### src/rtl/piso_reader_if.sv
// Handshake bundle for piso_reader: a parallel load port and a serial bit port.
// The reader connects through the slave modport and its environment through the master modport.
interface piso_reader_if #(
  parameter int S = 2
);
  localparam int W = 1 << S;

  logic         in_valid;
  logic         in_ready;
  logic [W-1:0] in_data;
  logic         out_valid;
  logic         out_ready;
  logic         out_bit;
  logic         out_last;

  modport master (
    output in_valid,
    output in_data,
    output out_ready,
    input  in_ready,
    input  out_valid,
    input  out_bit,
    input  out_last
  );

  modport slave (
    input  in_valid,
    input  in_data,
    input  out_ready,
    output in_ready,
    output out_valid,
    output out_bit,
    output out_last
  );
endinterface

### src/rtl/piso_reader.sv
// Parallel-in/serial-out reader: loads a 2**S-bit word and shifts it out one bit per transfer,
// with a last-bit marker and no bubble between back-to-back words.
module piso_reader #(
  parameter int S         = 2,
  parameter bit MSB_FIRST = 1'b0
) (
  input  logic           clk,
  input  logic           reset,
  piso_reader_if.slave   bus,
  output logic           fsm_state
);
  localparam int W = 1 << S;
  localparam logic [S-1:0] CNT_LAST = {S{1'b1}};

  // Handshakes: a load is accepted when in_valid & in_ready at a rising edge; a bit is
  // transferred when out_valid & out_ready at a rising edge. Neither side may retract valid.
  typedef enum logic {
    IDLE  = 1'b0,
    SHIFT = 1'b1
  } state_t;

  state_t       state;
  state_t       state_nxt;
  logic [W-1:0] sr;
  logic [W-1:0] sr_nxt;
  logic [S-1:0] cnt;
  logic [S-1:0] cnt_nxt;
  logic         out_valid_q;
  logic         out_bit_q;
  logic         out_last_q;
  logic         load_acc;
  logic         xfer;

  // The only combinational input-to-output path: out_ready lets a new word in on the last bit.
  assign bus.in_ready = (state == IDLE) | ((state == SHIFT) & out_last_q & bus.out_ready);
  assign load_acc     = bus.in_valid & bus.in_ready;
  assign xfer         = out_valid_q & bus.out_ready;

  assign bus.out_valid = out_valid_q;
  assign bus.out_bit   = out_bit_q;
  assign bus.out_last  = out_last_q;
  assign fsm_state     = (state == SHIFT);

  always_comb begin
    state_nxt = state;
    sr_nxt    = sr;
    cnt_nxt   = cnt;
    case (state)
      IDLE: begin
        if (load_acc) begin
          sr_nxt    = bus.in_data;
          cnt_nxt   = '0;
          state_nxt = SHIFT;
        end
      end
      SHIFT: begin
        if (xfer) begin
          if (!out_last_q) begin
            sr_nxt  = MSB_FIRST ? (sr << 1) : (sr >> 1);
            cnt_nxt = cnt + 1'b1;
          end else if (load_acc) begin
            sr_nxt  = bus.in_data;
            cnt_nxt = '0;
          end else begin
            state_nxt = IDLE;
          end
        end
      end
      default: state_nxt = IDLE;
    endcase
  end

  // Outputs are registered from the next-state values so out_bit never depends on in_data
  // combinationally and holds steady under backpressure.
  always_ff @(posedge clk or negedge reset) begin
    if (!reset) begin
      state       <= IDLE;
      sr          <= '0;
      cnt         <= '0;
      out_valid_q <= 1'b0;
      out_bit_q   <= 1'b0;
      out_last_q  <= 1'b0;
    end else begin
      state       <= state_nxt;
      sr          <= sr_nxt;
      cnt         <= cnt_nxt;
      out_valid_q <= (state_nxt == SHIFT);
      out_bit_q   <= (state_nxt == SHIFT) & (MSB_FIRST ? sr_nxt[W-1] : sr_nxt[0]);
      out_last_q  <= (state_nxt == SHIFT) & (cnt_nxt == CNT_LAST);
    end
  end
endmodule
### src/flat_wrapper.sv
// flat-port wrapper written by rule: the top's interface ports become plain ports
module piso_reader_flat 
#(
  parameter int S         = 2,
  parameter bit MSB_FIRST = 1'b0
)
  (clk, reset, fsm_state, bus_in_valid, bus_in_data, bus_out_ready, bus_in_ready, bus_out_valid, bus_out_bit, bus_out_last);
  piso_reader_if #(.S(S)) bus_i ();
  input  logic clk;
  input  logic reset;
  output logic fsm_state;
  input wire logic [$bits(bus_i.in_valid)-1:0] bus_in_valid;
  input wire logic [$bits(bus_i.in_data)-1:0] bus_in_data;
  input wire logic [$bits(bus_i.out_ready)-1:0] bus_out_ready;
  output wire logic [$bits(bus_i.in_ready)-1:0] bus_in_ready;
  output wire logic [$bits(bus_i.out_valid)-1:0] bus_out_valid;
  output wire logic [$bits(bus_i.out_bit)-1:0] bus_out_bit;
  output wire logic [$bits(bus_i.out_last)-1:0] bus_out_last;
  assign bus_i.in_valid = bus_in_valid;
  assign bus_i.in_data = bus_in_data;
  assign bus_i.out_ready = bus_out_ready;
  assign bus_in_ready = bus_i.in_ready;
  assign bus_out_valid = bus_i.out_valid;
  assign bus_out_bit = bus_i.out_bit;
  assign bus_out_last = bus_i.out_last;
  piso_reader #(.S(S), .MSB_FIRST(MSB_FIRST)) u_core (.clk(clk), .reset(reset), .bus(bus_i), .fsm_state(fsm_state));
endmodule
### config.mk
export PLATFORM = sky130hd
export DESIGN_NAME = piso_reader_flat
export DESIGN_NICKNAME = d
export VERILOG_FILES = /design/src/rtl/piso_reader_if.sv /design/src/rtl/piso_reader.sv /design/src/flat_wrapper.sv
export SDC_FILE = /design/constraint.sdc
export NUM_CORES = 1
export LEC_CHECK = 0
export CAP_MARGIN = 10
export CORE_MARGIN = 5
export CORE_UTILIZATION = 30
export CTS_CLUSTER_SIZE = 8
export DETAILED_ROUTE_END_ITERATION = 8
export GPL_TIMING_DRIVEN = 0
export PLACE_DENSITY = 0.62
export SYNTH_ARGS = -nofsm -noshare
export SYNTH_HDL_FRONTEND = slang
export SYNTH_SLANG_ARGS = --single-unit
### constraint.sdc
create_clock -name clk -period 1.27 [get_ports clk]
set_clock_uncertainty 0.15 [all_clocks]
set_input_delay 0.1905 -clock clk [delete_from_list [all_inputs] [get_ports clk]]
set_output_delay 0.1905 -clock clk [all_outputs]
set_load 0.005 [all_outputs]
# --- After elaboration in Yosys (flattened, before gate mapping) ---
# Cells that the tools add are included.
op_classes:
  add_sub_neg: 1
  n_eq_ne: 2
  muxes: 12
  bitwise_logic: 8
op_table:
  columns: ["operator", "n"]
  rows:
  - ["$mux 4", 3]
  - ["$pmux 4 s2", 1]
  - ["$and 1x1->1", 6]
  - ["$mux 2", 3]
  - ["$pmux 2 s2", 1]
  - ["$mux 1", 3]
  - ["$add 2x1->2 const B", 1]
  - ["$eq 2x2->1 const B", 1]
  - ["$ne 2x2->1 const B", 1]
  - ["$pmux 1 s2", 1]
  - ["$not 1->1", 1]
  - ["$or 1x1->1", 1]
word_totals:
  register_bits: 9
  in_bits: 8
  out_inout_bits: 5
  wordCells: 29

# --- Longest topological paths before layout ---
# Gate-level depths: netlist (run 1).
depth:
  ltp_word: 10
  depth_mapped: 4
  ltp_nobuf: 3

# --- Worst setup path before layout (run 1) ---
# OpenSTA, ideal clock, no wires.
synth_path:
  path_kind: "register to output"
  start: "register u_core.state, in the netlist u_core.fsm_state"
  end: "output port bus_in_ready"
  arrival_time_ps: 818
  required_ps: 929
  setup_slack_ps: 111
  stages_incl_launch_ff: 4
  path_buffers: 0
  path_cell_list: "dfrtp_1 -> inv_1 -> a21oi_1 -> inv_1"
synth_between:
  elab_chain_cells: 3
  word_cells_on_any_way: 4
  classes_between: "bitwise (4)"
synth_rtl:
  columns: ["item", "line", "source"]
  rows:
  - ["start: declaration", "piso_reader.sv:22", "state_t state;"]
  - ["start signal: assignment", "piso_reader.sv:84", "state <= state_nxt;"]
  - ["$and 1x1->1 (2 in a row)", "piso_reader.sv:35", "assign bus.in_ready = (state == IDLE) | ((state == SHIFT) & out_last_q & bus.out_ready);"]
  - ["$or 1x1->1 *", "piso_reader.sv:35", null]
  - ["end: declaration", "flat_wrapper.sv:15", "output wire logic [$bits(bus_i.in_ready)-1:0] bus_in_ready;"]
# Every way passes the cells marked *; elsewhere a longest branch is shown, timed or not.

# --- Final worst setup path (run 1) ---
# Ends and elaborated chain as after synthesis.

==> metrics.md, run 1 <==
| Metric | Value |
|---|---|
| CP arrival | `1.07 ns` |
| Drt wl/cell | `14.6 um` |
| Max Cap Violations | `0` |
| Commonest non-fill, non-tap cells in the layout | `buf_6, buf_4, dfrtp_1` |
| Min Tclk post-route | `1.41 ns` |
| Largest net degree at the start of global routing | `11` |
| CTS Buffer Depth | `2` |
| Maximum VDD drop | `0.00119 V` |
| DRC Markers | `0` |
| Simple-gate share of the synthesized area | `23.9%` |
| HPWL Detailed | `803 um` |
| CTS tree | `built` |
| Max-slew violations | `0` |
| Finished Core Util | `51.7%` |
| DP Worst Slack | `-0.612 ns` |
| Mux share of post-synthesis cell area | `6.28%` |
| Delay-heaviest family, CP | `flip-flops` |
| Placement row count | `14` |
| Post-synth EDFFs | `0` |
| Post-synthesis adder-cell area fraction | `0%` |
| Nets | `86` |
| Mapped Area | `498 um2` |
| Fillers | `153` |
| TritonRoute pass-1 iters | `4` |
| P_leak | `0.363 nW` |
| Most common cell after layout, fill and taps aside | `buf_6` |
| Initial drt markers | `3` |
| Synthesis-to-finish area growth | `60.1%` |
| Reg2reg setup slack | `-0.11 ns` |
| Total track usage | `12.3%` |
| Full die area | `2570 um2` |
| Seq cells post-synth | `9` |
| CP max FO | `4` |
| Setup TNS | `-0.707 ns` |
| Data required, critical path | `0.93 ns` |
| Clock-pin slew on the worst setup and hold paths | `0.07 ns` |
| Fin. Hold Viols | `0` |
| Final worst setup slack | `-0.143 ns` |
| H-tree depth | `1` |
| Cell count after synthesis | `52` |
| Failing checks | `negative setup slack` |
| Initial antenna violation count | `0` |
| Reg2reg path depth | `5` |
| Number of global-route vias before repair | `520` |
| Unique masters post-synth | `23` |
| Setup CP Type | `register to primary output` |
| Diodes inserted | `0` |
| Reg-to-reg endpoint | `u_core.sr[2]$_DFFE_PN0P_` |
| Slew @ Worst Pin | `0.423 ns` |
| Final weighted congestion in routability-driven placement | `0.714` |
| First-pass GRT wire length | `2420 um` |
| Clk Tree Root Cell | `clkbuf_4` |
| CP endpoint kind | `primary output` |
| Pwr Density | `1950 nW/um2` |
| DR vias | `463` |
| Placeable Area | `1540 um2` |
| R2R Path Start | `u_core.bus.out_last$_DFF_PN0_` |
| WP buf/inv | `4` |
| Main synth FF type | `dfrtp_1` |
| Seq/Total Area, Yosys | `45.2%` |
| Largest family of logic cells by synthesized area | `simple AND/OR/NAND/NOR gates` |
| Final Cycle Share | `111%` |
| Final setup fails | `11` |
| Max incr delay on CP | `0.38 ns` |
| Worst path cell trace | `buf_6 > inv_4 > a21oi_4 > inv_1 > buf_2` |
| Antenna Nets Post-Route | `0` |
| Synthesized net count | `60` |
| Slowest stage cell, crit path | `dfrtp_2` |
| IO buf count | `11` |
| Max Freq | `708 MHz` |
| Clock sink count | `9` |
| Die H | `50.7 um` |
| RSZ-0062 raised after global routing | `yes` |
| Avg Inst Size Synth | `9.58 um2` |
| Number of CTS-inserted buffers | `3` |
| Grt ovf | `0` |
| Crit start category | `register` |
| Worst skew pair latency | `0.27 ns` |
| Ys async rst share | `100%` |
| Via density | `4.98` |
| Slew headroom | `71.7%` |
| Initial Util | `32.3%` |
| Die X | `50.7 um` |
| Synth Area in Compound Gates | `17.8%` |
| HP Class | `primary input to asynchronous set/reset pin` |
| Final WL | `1350 um` |
| Outcome | `finished with violations` |
| Layout cells sized above 1 | `44.2%` |
| XOR/XNOR share of the synthesized area | `0%` |
| Total of warnings raised by yosys | `0` |
| Ports | `13` |
==> repair_timing <==
item,4_1_cts,5_1_grt
setup buffers,8,2
hold buffers,0,0
pin swaps,3,5
resized for setup,36,4
endpoints found under the setup margin,9,12
==> synthesized netlist by cell type, types with 2 or more instances <==
cell | n | area share, %
nand3b_1 | 2 | 3.0
a21oi_1 | 4 | 4.0
dfrtp_1 | 9 | 45
mux2i_1 | 2 | 4.0
nor2_1 | 3 | 2.3
buf_4 | 3 | 4.5
nor2b_1 | 2 | 2.5
nand2_1 | 5 | 3.8
inv_1 | 3 | 2.3
o21ai_0 | 3 | 3.0
o2bb2ai_1 | 2 | 3.5
nand2b_1 | 3 | 3.8
==> flip-flops by register name, indices dropped and copies added (netlist names) <==
register	count
u_core.bus.out_bit	1
u_core.bus.out_last	1
u_core.cnt	2
u_core.fsm_state	1
u_core.sr	4
==> layer usage <==
metal	up-vias	part of all wire [%]	global-route usage [%]
li1	230	-	-
met1	222	44	14.1
met2	9	50	20.2
met3	2	5.3	5.62
met4	0	0.37	3.40
met5	-	0	0
==> logic make-up (layout without fill, tap and decap cells) <==
| group | count (synthesis) | after routing |
|---|---|---|
| AOI/OAI and AO/OA | 14 | 14 |
| buffers and inverters | 6 | 31 |
| DFF | 9 | 9 |
| muxes | 3 | 3 |
| and+or+nand+nor | 20 | 20 |
==> where the power goes <==
part	leakage (nW)	switching, mW	internal [mW]	total (mW)
Clock	0.0150	0.108	0.121	0.230
Combinational	0.243	0.343	0.465	0.808
Sequential	0.105	0.101	0.418	0.520
Total	0.363	0.553	1.01	1.56
==> final cells by class <==
class | count | area (um2) | area share [%]
plain buffers | 3 | 26.3 | 3.30
clock buffers | 4 | 26.3 | 3.30
inverters | 3 | 13.8 | 1.73
multi-input cells | 37 | 289 | 36.3
flip-flops and latches | 9 | 228 | 28.6
well taps | 16 | 20.0 | 2.51
repair buffers | 21 | 194 | 24.3
==> metrics by stage <==
| step | area (um2) | hold WS (ns) | instances | total power, mW |
|---|---|---|---|---|
| detailed placement | 628 | 0.359 | 79 | 1.05 |
| floorplan | 498 | -0.255 | 52 | 0.831 |
| finish | 797 | 0.0730 | 93 | 1.56 |
| global route | 797 | 0.0870 | 93 | 1.68 |
| global placement | 628 | 0.362 | 79 | 1.04 |
| CTS | 759 | 0.0830 | 91 | 1.45 |
==> worst max-delay path by stage <==
stage / depth (start not counted) / slack [ns] / end / start
after global routing: 5 / -0.23 / bus_in_ready / u_core.fsm_state$_DFF_PN0_
after detailed placement: 5 / -0.61 / bus_in_ready / bus_out_ready
after floorplan: 3 / 0.11 / bus_in_ready / u_core.fsm_state$_DFF_PN0_
after global placement: 5 / -0.61 / bus_in_ready / bus_out_ready
final: 5 / -0.14 / bus_in_ready / u_core.fsm_state$_DFF_PN0_
after CTS: 5 / -0.16 / bus_in_ready / u_core.fsm_state$_DFF_PN0_
Note: power is estimated with default switching activity, not from simulation.
==> run 2: changes to the inputs <==
--- a/config.mk
+++ b/config.mk
@@ -5,13 +5,14 @@
 export SDC_FILE = /design/constraint.sdc
 export NUM_CORES = 1
 export LEC_CHECK = 0
+export ABC_AREA = 1
 export CAP_MARGIN = 10
-export CORE_MARGIN = 5
-export CORE_UTILIZATION = 30
+export CORE_AREA = 5 5 42 44
 export CTS_CLUSTER_SIZE = 8
 export DETAILED_ROUTE_END_ITERATION = 8
+export DIE_AREA = 0 0 47 49
 export GPL_TIMING_DRIVEN = 0
-export PLACE_DENSITY = 0.62
+export PLACE_DENSITY = 0.7
 export SYNTH_ARGS = -nofsm -noshare
 export SYNTH_HDL_FRONTEND = slang
 export SYNTH_SLANG_ARGS = --single-unit
==> run 2 against run 1 <==
Net effect: the run still ends with negative setup slack left; non-clock buffer count shrank 4; setup slack improved by 0.0042 ns; via count down 0.43%; final area down 6.3%; critical endpoint unchanged; highest routed layer unchanged.
==> metrics.md, run 2 <==
| Metric | Value |
|---|---|
| Mux share of post-synthesis cell area | `0% (-6.3 points)` |
| Initial Util | `33.8% (+1.4 points)` |
| Grt ovf | `0 (unchanged)` |
| CTS tree | `built` |
| H-tree depth | `1 (unchanged)` |
| Synth Area in Compound Gates | `6.88% (-11 points)` |
| Cell mode on critical path | `nand2_4` |
| Critical Path Source | `u_core.fsm_state$_DFF_PN0_` |
| Top-area cell type share of the netlist area | `47.6% (+2.4 points)` |
| RSZ-0062 raised after global routing | `yes` |
| Total of warnings raised by yosys | `0 (unchanged)` |
| Synthesized net count | `70 (+17%)` |
| Worst skew pair latency | `0.26 ns (about the same)` |
| Sw Ratio | `38.1% (+2.6 points)` |
| DRC Markers | `0 (unchanged)` |
| Simple-gate share of the synthesized area | `32.5% (+8.7 points)` |
| Setup TNS | `-0.564 ns (+0.143 ns)` |
| Slowest stage cell, crit path | `dfrtp_2` |
| Power Total | `1.36 mW (-13%)` |
| Number of CTS-inserted buffers | `3 (unchanged)` |
| Top cells by count, synth | `nand2_1, inv_1, dfrtp_1, nand2_2, nand3_1` |
| Slew @ Worst Pin | `0.390 ns (-0.0324 ns)` |
| Layout cells sized above 1 | `37.6% (-6.5 points)` |
| Max-slew violations | `0 (unchanged)` |
| Ports | `13 (unchanged)` |
| Full die area | `2300 um2 (-11%)` |
| Total track usage | `11.9% (-0.32 points)` |
| Number of global-route vias before repair | `455 (-13%)` |
| HPWL Detailed | `766 um (-4.6%)` |
| Placeable Area | `1400 um2 (-9.1%)` |
| XOR/XNOR share of the synthesized area | `1.85% (+1.9 points)` |
| Final weighted congestion in routability-driven placement | `0.745 (+4.2%)` |
| Most numerous cell in the Yosys netlist | `nand2_1` |
| Commonest non-fill, non-tap cells in the layout | `nand2_1, inv_1, dfrtp_1` |
| Clock-pin slew on the worst setup and hold paths | `0.06 ns (about the same)` |
| P_int | `0.840 mW (-16%)` |
| Top Registers | `u_core.sr x4, u_core.cnt x2` |
| Reg with most FFs | `u_core.sr` |
| Min Tclk post-route | `1.41 ns (-0.00416 ns)` |
| TritonRoute pass-1 iters | `4 (unchanged)` |
| Post-synth EDFFs | `0 (unchanged)` |
| Data required, critical path | `0.93 ns (about the same)` |
| CP max FO | `2 (-2)` |
| Avg Inst Size Synth | `7.63 um2 (-20%)` |
| Area of placed instances | `613 um2 (-2.4%)` |
| Crit start category | `register` |
| Die H | `49 um (-3.4%)` |
| Cell count after synthesis | `62 (+19%)` |
| Seq/Total Area, Yosys | `47.6% (+2.4 points)` |
| Main synth FF type | `dfrtp_1` |
| Max Freq | `710 MHz (+0.29%)` |
| Max reg flops | `4 (unchanged)` |
| Ys async rst share | `100% (unchanged)` |
| Clock sink count | `9 (unchanged)` |
| Slew headroom | `73.9% (+2.2 points)` |
| Via density | `4.56 (-8.3%)` |
| Outcome | `finished with violations` |
| HP Class | `primary input to asynchronous set/reset pin` |
| Initial drt markers | `4 (+1)` |
| CP arrival | `1.07 ns (about the same)` |
| Worst path cell trace | `buf_6 > nand2_4 > nand2_4 > inv_2 > buf_2` |
| P_leak | `0.404 nW (+11%)` |
| Diodes inserted | `0 (unchanged)` |
| Final hold slack | `0.0716 ns (-0.00136 ns)` |
| Post-route cell area | `747 um2 (-6.3%)` |
| Largest family of logic cells by synthesized area | `simple AND/OR/NAND/NOR gates` |
| Nets | `94 (+9.3%)` |
| Most common cell after layout, fill and taps aside | `nand2_1` |
| Synth area leader | `dfrtp_1` |
| Antenna Nets Post-Route | `0 (unchanged)` |
| IO buf count | `12 (+1)` |
| DR vias | `461 (-0.43%)` |
| Placement row count | `14 (unchanged)` |
| Final setup fails | `9 (-2)` |
| Seq cells post-synth | `9 (unchanged)` |
| CP endpoint kind | `primary output` |
| Final WL | `1180 um (-13%)` |
| Synth area leaders | `dfrtp_1, nand2_1, inv_1, nand2_2, nand3_1` |
| Drt wl/cell | `11.7 um (-20%)` |
| Unique masters post-synth | `16 (-30%)` |
| Clk pwr share | `15.9% (+1.1 points)` |
| Post-synthesis adder-cell area fraction | `0% (unchanged)` |
| Clk Tree Root Cell | `clkbuf_4` |
| Max incr delay on CP | `0.42 ns (+0.04 ns)` |
| Largest net degree at the start of global routing | `10 (-1)` |
| Failing checks | `negative setup slack` |
| Die X | `47 um (-7.4%)` |
| Logic pwr share | `48.8% (-3.1 points)` |
| R2R Path Start | `u_core.fsm_state$_DFF_PN0_` |
| First-pass GRT wire length | `1940 um (-20%)` |
| Max Cap Violations | `0 (unchanged)` |
| Maximum VDD drop | `0.000953 V (-20%)` |
| Setup CP Type | `register to primary output` |
| CTS Buffer Depth | `2 (unchanged)` |
| Power share of the sequential group | `35.3% (+2.0 points)` |
| Final Cycle Share | `111% (-0.33 points)` |
| Pwr Density | `1820 nW/um2 (-7.1%)` |
| Sw Pwr | `0.517 mW (-6.5%)` |
| Fin. Hold Viols | `0 (unchanged)` |
| Initial antenna violation count | `0 (unchanged)` |
| Synthesis-to-finish area growth | `57.9%` |
| Final worst setup slack | `-0.139 ns (+0.00416 ns)` |
| Mapped Area | `473 um2 (-5.0%)` |
| Fillers | `142 (-7.2%)` |
run 2: changes by cell type in the layout (fill, tap and decap cells not counted), moves of 3 or more:
| cell | delta |
|---|---|
| nor2_2 | +3 |
| nor2_1 | -3 |
| nand2_1 | +12 |
| buf_6 | -3 |
| inv_1 | +8 |
| nand2_4 | +3 |
run 2: power by group through the flow:
| stage | registers (mW) | clock network, mW | logic (mW) |
|---|---|---|---|
| after global placement | 0.480 | 0 | 0.447 |
| after CTS | 0.472 | 0.226 | 0.553 |
| final | 0.480 | 0.216 | 0.662 |
| after detailed placement | 0.482 | 0 | 0.461 |
| after global routing | 0.494 | 0.250 | 0.734 |
| after floorplan | 0.471 | 0 | 0.284 |
run 2: layer usage:
layer,vias up,global-route usage [%],share of wire (%)
met1,206,14.7,42
met3,5,3.32,6.9
met4,0,8.76,2.6
met5,-,0,0
met2,16,17.0,49
li1,234,-,-
run 2: path summary, 6_finish.rpt:
check / to / slack [ns] / cells after the start
setup / recovery: bus_in_ready / -0.14 / 5
hold / removal: u_core.sr[2]$_DFFE_PN0P_ / 0.07 / 1
setup reg to reg: u_core.sr[0]$_DFF_PN0_ / -0.07 / 7
hold reg to reg: u_core.sr[2]$_DFFE_PN0P_ / 0.34 / 2
max in group asynchronous: u_core.fsm_state$_DFF_PN0_ / 0.60 / 1
min in group clk: u_core.sr[2]$_DFFE_PN0P_ / 0.34 / 2
run 2: metrics by stage:
stage / util, % / std cells / setup WS, ns
CTS: 50.4 / 100 / -0.146
finish: 53.3 / 101 / -0.139
detailed placement: 43.8 / 90 / -0.649
floorplan: - / 62 / 0.136
global placement: 43.8 / 90 / -0.648
global route: 53.3 / 101 / -0.194
run 2: layout make-up:
class | count | area, um2 | share of cell area [%]
tap | 16 | 20.0 | 2.68
inverter | 12 | 45.0 | 6.03
buffer | 1 | 11.3 | 1.51
multi-input combinational | 40 | 243 | 32.5
clock buffer | 4 | 26.3 | 3.52
sequential | 9 | 226 | 30.3
timing repair buffer | 19 | 175 | 23.5
run 2: logic make-up (layout without fill, tap and decap cells):
family,count (synthesis),count (layout)
flip-flops,9,9
AO/OA/AOI/OAI,6,6
buffers and inverters,13,36
AND/OR/NAND/NOR,33,33
XOR/XNOR,1,1
run 2: timing repair:
| item | in CTS | in global routing |
|---|---|---|
| hold buffers | 0 | 0 |
| pin swaps | 5 | 4 |
| resized for setup | 26 | 12 |
| setup buffers | 6 | 1 |
| endpoints found under the setup margin | 6 | 12 |
run 2: worst max-delay path, delay by kind of cell, from the launching register on:
family                 cells  cell delay [ns]
DFF                        1             0.42
buffers and inverters      3             0.27
and+or+nand+nor            2             0.11
==> edit 1, RTL diff (config.mk and constraints of run 1) <==
`S` is set to 2 in 3 places; all go to 4. Comments in the files are not updated.
--- a/src/rtl/piso_reader_if.sv
+++ b/src/rtl/piso_reader_if.sv
@@ -3,3 +3,3 @@
 interface piso_reader_if #(
-  parameter int S = 2
+  parameter int S = 4
 );
--- a/src/rtl/piso_reader.sv
+++ b/src/rtl/piso_reader.sv
@@ -3,3 +3,3 @@
 module piso_reader #(
-  parameter int S         = 2,
+  parameter int S         = 4,
   parameter bit MSB_FIRST = 1'b0
--- a/src/flat_wrapper.sv
+++ b/src/flat_wrapper.sv
@@ -3,3 +3,3 @@
 #(
-  parameter int S         = 2,
+  parameter int S         = 4,
   parameter bit MSB_FIRST = 1'b0
Interface: changed (resized bus_in_data); port bits go from 13 to 25. No check against the original RTL was run, so the function may have changed too.
==> edit 1 against run 1 <==
The flow still finishes with violations (setup timing); routed wire length up 150%; fmax down 17%; final cell count up 120%; final area up 120%; clock power up 93%; power up 85%; setup slack worse by 0.28 ns; synthesized cell count up 110%; via count up 130%; register-to-register slack worse by 0.31 ns; sequential cell count up 14; area after synthesis up 130%.
==> edit 1: results (changes against run 1) <==
vias in the first global route - 1133 (was 520)
synth top area cells - dfrtp_1, a222oi_1, mux2i_1, inv_1, o22ai_1 (was dfrtp_1, buf_4, a21oi_1, mux2i_1, nand2_1)
switching portion of total power - 33.4% (was 35.5%)
worst min path class - input pin to asynchronous set/reset pin (unchanged)
violated checks - setup timing (unchanged)
Synthesized Nets - 128 (was 60)
Fin Hold WS - 0.306 ns (was 0.0730 ns)
Vias per Instance - 5.26 (was 4.98)
area of placed instances - 1430 µm² (was 628 µm²)
Post-synth top cells - dfrtp_1, inv_1, a222oi_1 (was dfrtp_1, nand2_1, a21oi_1)
Yosys warning count - 0 (unchanged)
synthesized instance count - 107 (was 52)
CTS buffer count - 3 (unchanged)
drt initial violations - 131 (was 3)
post-synthesis sequential area ratio - 50.5% (was 45.2%)
Largest regs - u_core.sr: 16 flops, u_core.cnt: 4 flops (was u_core.sr: 4 flops, u_core.cnt: 2 flops)
LEAKAGE - 0.864 nW (was 0.363 nW)
Clock Latency Late Sink - 0.26 ns
post-detailed-placement half-perimeter wirelength - 2.05 mm (was 803 µm)
setup ws final - -0.425 ns (was -0.143 ns)
n_diodes - 0 (unchanged)
maximum VDD drop - 0.971 mV (was 1.19 mV)
Tot GR Track Use - 13.2% (was 12.3%)
routability cong. - 0.800 (was 0.714)
Setup-failing EPs final - 24 (was 11)
clk slew on worst S/H paths - 0.08 ns
global-route wire length before repair - 5.29 mm (was 2.42 mm)
Max FO, Critical Path - 5 (was 4)
root buf cell - clkbuf_8 (was clkbuf_4)
layout cells sized above 1 - 36.9% (was 44.2%)
PortBufs - 23 (was 11)
largest net degree at the start of global routing - 24 (was 11)
Arr. time, crit path - 1.71 ns (was 1.07 ns)
fraction of registers with async set/reset - 100% (unchanged)
fin nets - 179 (was 86)
htree depth - 1 (unchanged)
TritonRoute pass-1 iters - 5 (was 4)
Netlist cell types - 32 (was 23)
outcome - finished with violations (unchanged)
final wirelength - 3.36 mm (was 1.35 mm)
Slew @ Worst Pin - 0.585 ns (was 0.423 ns)
ANT nets after route - 0 (unchanged)
wire per inst - 16.4 µm (was 14.6 µm)
antenna violations before repair - 0 (unchanged)
Longest Clk Path Bufs - 2 (unchanged)
==> edit 1: cell types whose count changed in the layout (fill, tap and decap cells not counted), sizes merged, moves of 3 or more <==
cell | run 1 | this run
a222oi | 0 | 9
a22oi | 0 | 4
buf | 17 | 30
clkbuf | 4 | 8
clkdlybuf4s50 | 5 | 16
dfrtp | 9 | 23
inv | 3 | 14
mux2i | 2 | 7
nand2 | 5 | 8
o22ai | 0 | 7
==> edit 1: what timing repair did <==
item                                    in CTS  in global routing
pin swaps                                   10                 14
endpoints found under the hold margin        0                 23
resized for setup                           37                 19
gates cloned                                 2                  0
endpoints found under the setup margin      50                 28
hold buffers                                 0                  1
buffers inserted                            13                  8
==> edit 1: metrics by stage <==
step / setup TNS, ns / setup WS (ns)
3_5_place_dp: -20.03 / -0.740
4_1_cts: -5.44 / -0.399
6_report: -5.44 / -0.425
5_1_grt: -6.73 / -0.495
3_3_place_gp: -19.76 / -0.693
2_1_floorplan: -3.60 / -0.375
==> edit 1: power groups by stage <==
stage	Combinational (mW)	Clock, mW	Sequential [mW]
after floorplan	0.588	0	1.20
after global placement	0.802	0	1.24
after detailed placement	0.844	0	1.26
after CTS	1.10	0.466	1.23
after global routing	1.30	0.499	1.28
final	1.19	0.445	1.25
==> edit 1: critical path, stage by stage (launching register included) <==
cell and delay (ns):
dfrtp_2 0.43, a21bo_4 0.23, and2_4 0.19, buf_8 0.13, buf_4 0.12, buf_6 0.10
nor4b_2 0.24
==> edit 1: cell families (layout without fill, tap and decap cells) <==
family,Yosys count,in the layout,share of synthesized area [%]
flops,23,23,50.5
mux,7,7,6.15
compound gates,31,31,21.0
buf+inv,22,72,9.33
fa+ha+maj,1,1,1.10
simple gates,22,22,11.2
xor+xnor,1,1,0.769
==> edit 1: per-layer routing <==
metal  vias up  global-route usage [%]  routed length (µm)
li1        498                       -                   -
met1       531                    16.2                1380
met2        44                    21.6                1700
met3         6                    3.09                 209
met4         0                    6.47                  64
met5         -                       0                   0
==> edit 1: cell type report <==
type                            count  area [µm²]
Fill cell                         325        1880
Sequential cell                    23         578
Multi-Input combinational cell     62         548
Timing Repair Buffer               47         435
Buffer                              7        62.6
Tap cell                           48        60.1
Inverter                           14        52.6
Clock buffer                        3        41.3
Clock inverter                      1        5.00
==> edit 1: path summary, 6_finish.rpt <==
kind | end | cells after the start | start
max reg2reg | u_core.bus.out_last | 6 | u_core.bus.out_last
min reg2reg | u_core.sr[14] | 2 | u_core.sr[14]
max | u_core.bus.out_last | 6 | u_core.bus.out_last
min | u_core.sr[15] | 2 | reset
max in group asynchronous | u_core.bus.out_last | 2 | reset
min in group clk | u_core.cnt[0] | 3 | bus_in_valid
==> edit 2, RTL diff (flow settings as in run 1) <==
Made on the original files. Make the reset (`reset`) synchronous in one clocked block.
--- a/src/rtl/piso_reader.sv
+++ b/src/rtl/piso_reader.sv
@@ -74,3 +74,3 @@
   // combinationally and holds steady under backpressure.
-  always_ff @(posedge clk or negedge reset) begin
+  always_ff @(posedge clk) begin
     if (!reset) begin
Function: differs if reset is asserted again (counterexample within 4 cycles, from zero or initial values and one cycle with reset low); with reset held inactive, the same outputs for 10 cycles.
==> edit 2 against run 1 <==
The flow still finishes with violations (setup timing); routed wire length fell by 9.6%; sequential cell count is the same; setup slack got worse by 0.025 ns; final area decreased by 9.7%; first-iteration DRC count rose by 130%; area after synthesis fell by 3.3%.
Power is not compared: it rests on default switching activity, and its combinational part moved more than twofold at a synthesized area within 25%.
==> edit 2: results (changes against run 1) <==
global-route wire length before repair - 2.13 mm (was 2.42 mm)
largest net degree at the start of global routing - 11 (unchanged)
setup_tns - -0.774 ns (was -0.707 ns)
maximum VDD drop - 0.505 mV
Slew @ Worst Pin - 0.369 ns (was 0.423 ns)
Post-Place Setup Slack - -0.681 ns (was -0.612 ns)
cell with the largest stage delay on the worst path - dfxtp_2 (was dfrtp_2)
root buf cell - clkbuf_4 (unchanged)
post-detailed-placement half-perimeter wirelength - 755 µm (was 803 µm)
antenna violations before repair - 0 (unchanged)
clk slew on worst S/H paths - 0.07 ns (about the same)
Synthesized Nets - 61 (was 60)
Longest Clk Path Bufs - 2 (unchanged)
P_sw - 183 µW
Largest regs - u_core.sr: 4 flops, u_core.cnt: 2 flops (unchanged)
fraction of registers with async set/reset - 0% (was 100%)
n_diodes - 0 (unchanged)
routability cong. - 0.729 (was 0.714)
CTS buffer count - 3 (unchanged)
PortBufs - 11 (unchanged)
drt initial violations - 7 (was 3)
non-filler cells, final - 90 (was 93)
Setup-failing EPs final - 8 (was 11)
fin nets - 83 (was 86)
Fillers - 150 (was 153)
Slew Viols, Final - 0 (unchanged)
Vias per Instance - 5.27 (was 4.98)
post-synthesis sequential area ratio - 37.4% (was 45.2%)
outcome - finished with violations (unchanged)
Post-synth top cells - dfxtp_1, inv_1, o21ai_0 (was dfrtp_1, nand2_1, a21oi_1)
TritonRoute pass-1 iters - 4 (unchanged)
layout cells sized above 1 - 35.1% (was 44.2%)
synthesized instance count - 53 (was 52)
area of placed instances - 617 µm² (was 628 µm²)
area of the multi-input gates - 285 µm² (was 289 µm²)
Main synth FF type - dfxtp_1 (was dfrtp_1)
final wirelength - 1.22 mm (was 1.35 mm)
htree depth - 1 (unchanged)
Tot GR Track Use - 11.3% (was 12.3%)
synth top area cells - dfxtp_1, a32o_1, o21ai_0, nor2b_1, and3b_1 (was dfrtp_1, buf_4, a21oi_1, mux2i_1, nand2_1)
violated checks - setup timing (unchanged)
vias in the first global route - 455 (was 520)
Yosys warning count - 0 (unchanged)
Netlist cell types - 28 (was 23)
Max FO, Critical Path - 3 (was 4)
setup ws final - -0.168 ns (was -0.143 ns)
worst min path class - input pin to register (was input pin to asynchronous set/reset pin)
CP top delay family - compound AO/OA/AOI/OAI gates (was flip-flops)
placed insts - 80 (was 79)
largest stage delay on the critical path - 0.34 ns (was 0.38 ns)
[edit 2: layout make-up]
cell class / count / share of cell area [%]
Multi-Input combinational cell: 36 / 39.7
Inverter: 4 / 2.09
Buffer: 3 / 3.13
Sequential cell: 9 / 25.7
Timing Repair Buffer: 18 / 23.0
Tap cell: 16 / 2.78
Clock buffer: 4 / 3.65
[edit 2: worst paths after layout]
kind | from | endpoint | slack [ns] | cells after the start
worst min register to register | u_core.sr[3] | u_core.sr[3] | 0.35 | 2
worst min-delay path | bus_in_valid | u_core.fsm_state | 0.21 | 3
worst max register to register | u_core.fsm_state | u_core.sr[1] | -0.17 | 5
worst max-delay path | u_core.fsm_state | u_core.sr[1] | -0.17 | 5
[edit 2: cells by family after synthesis]
kind of cell,Yosys count,synth area share (%)
and+or+nand+nor,16,21.6
buffers and inverters,8,9.35
muxes,1,2.34
DFF,9,37.4
AOI/OAI and AO/OA,19,29.4
[edit 2: power by group through the flow]
| stage | clock (mW) | sequential, mW | combinational (mW) |
|---|---|---|---|
| floorplan | 0 | 0.313 | 0.0701 |
| global placement | 0 | 0.314 | 0.123 |
| detailed placement | 0 | 0.315 | 0.122 |
| CTS | 0.235 | 0.306 | 0.140 |
| global route | 0.249 | 0.308 | 0.167 |
| finish | 0.233 | 0.306 | 0.151 |
[edit 2: layer usage]
metal  share of wire, %  track usage, %
met5                  0               0
met4                3.7            9.17
met3                3.8            3.01
met2                 49            15.9
met1                 43            14.0
[edit 2: repair_timing]
| action | in CTS | in global routing |
|---|---|---|
| setup endpoints to repair | 12 | 11 |
| resized for setup | 24 | 7 |
| pin swaps | 0 | 2 |
| buffers inserted | 6 | 1 |
[edit 2: worst min-delay path, cell delays in order]
cell      delay, ns
clkbuf_1       0.18
inv_1          0.14
a21oi_2        0.07
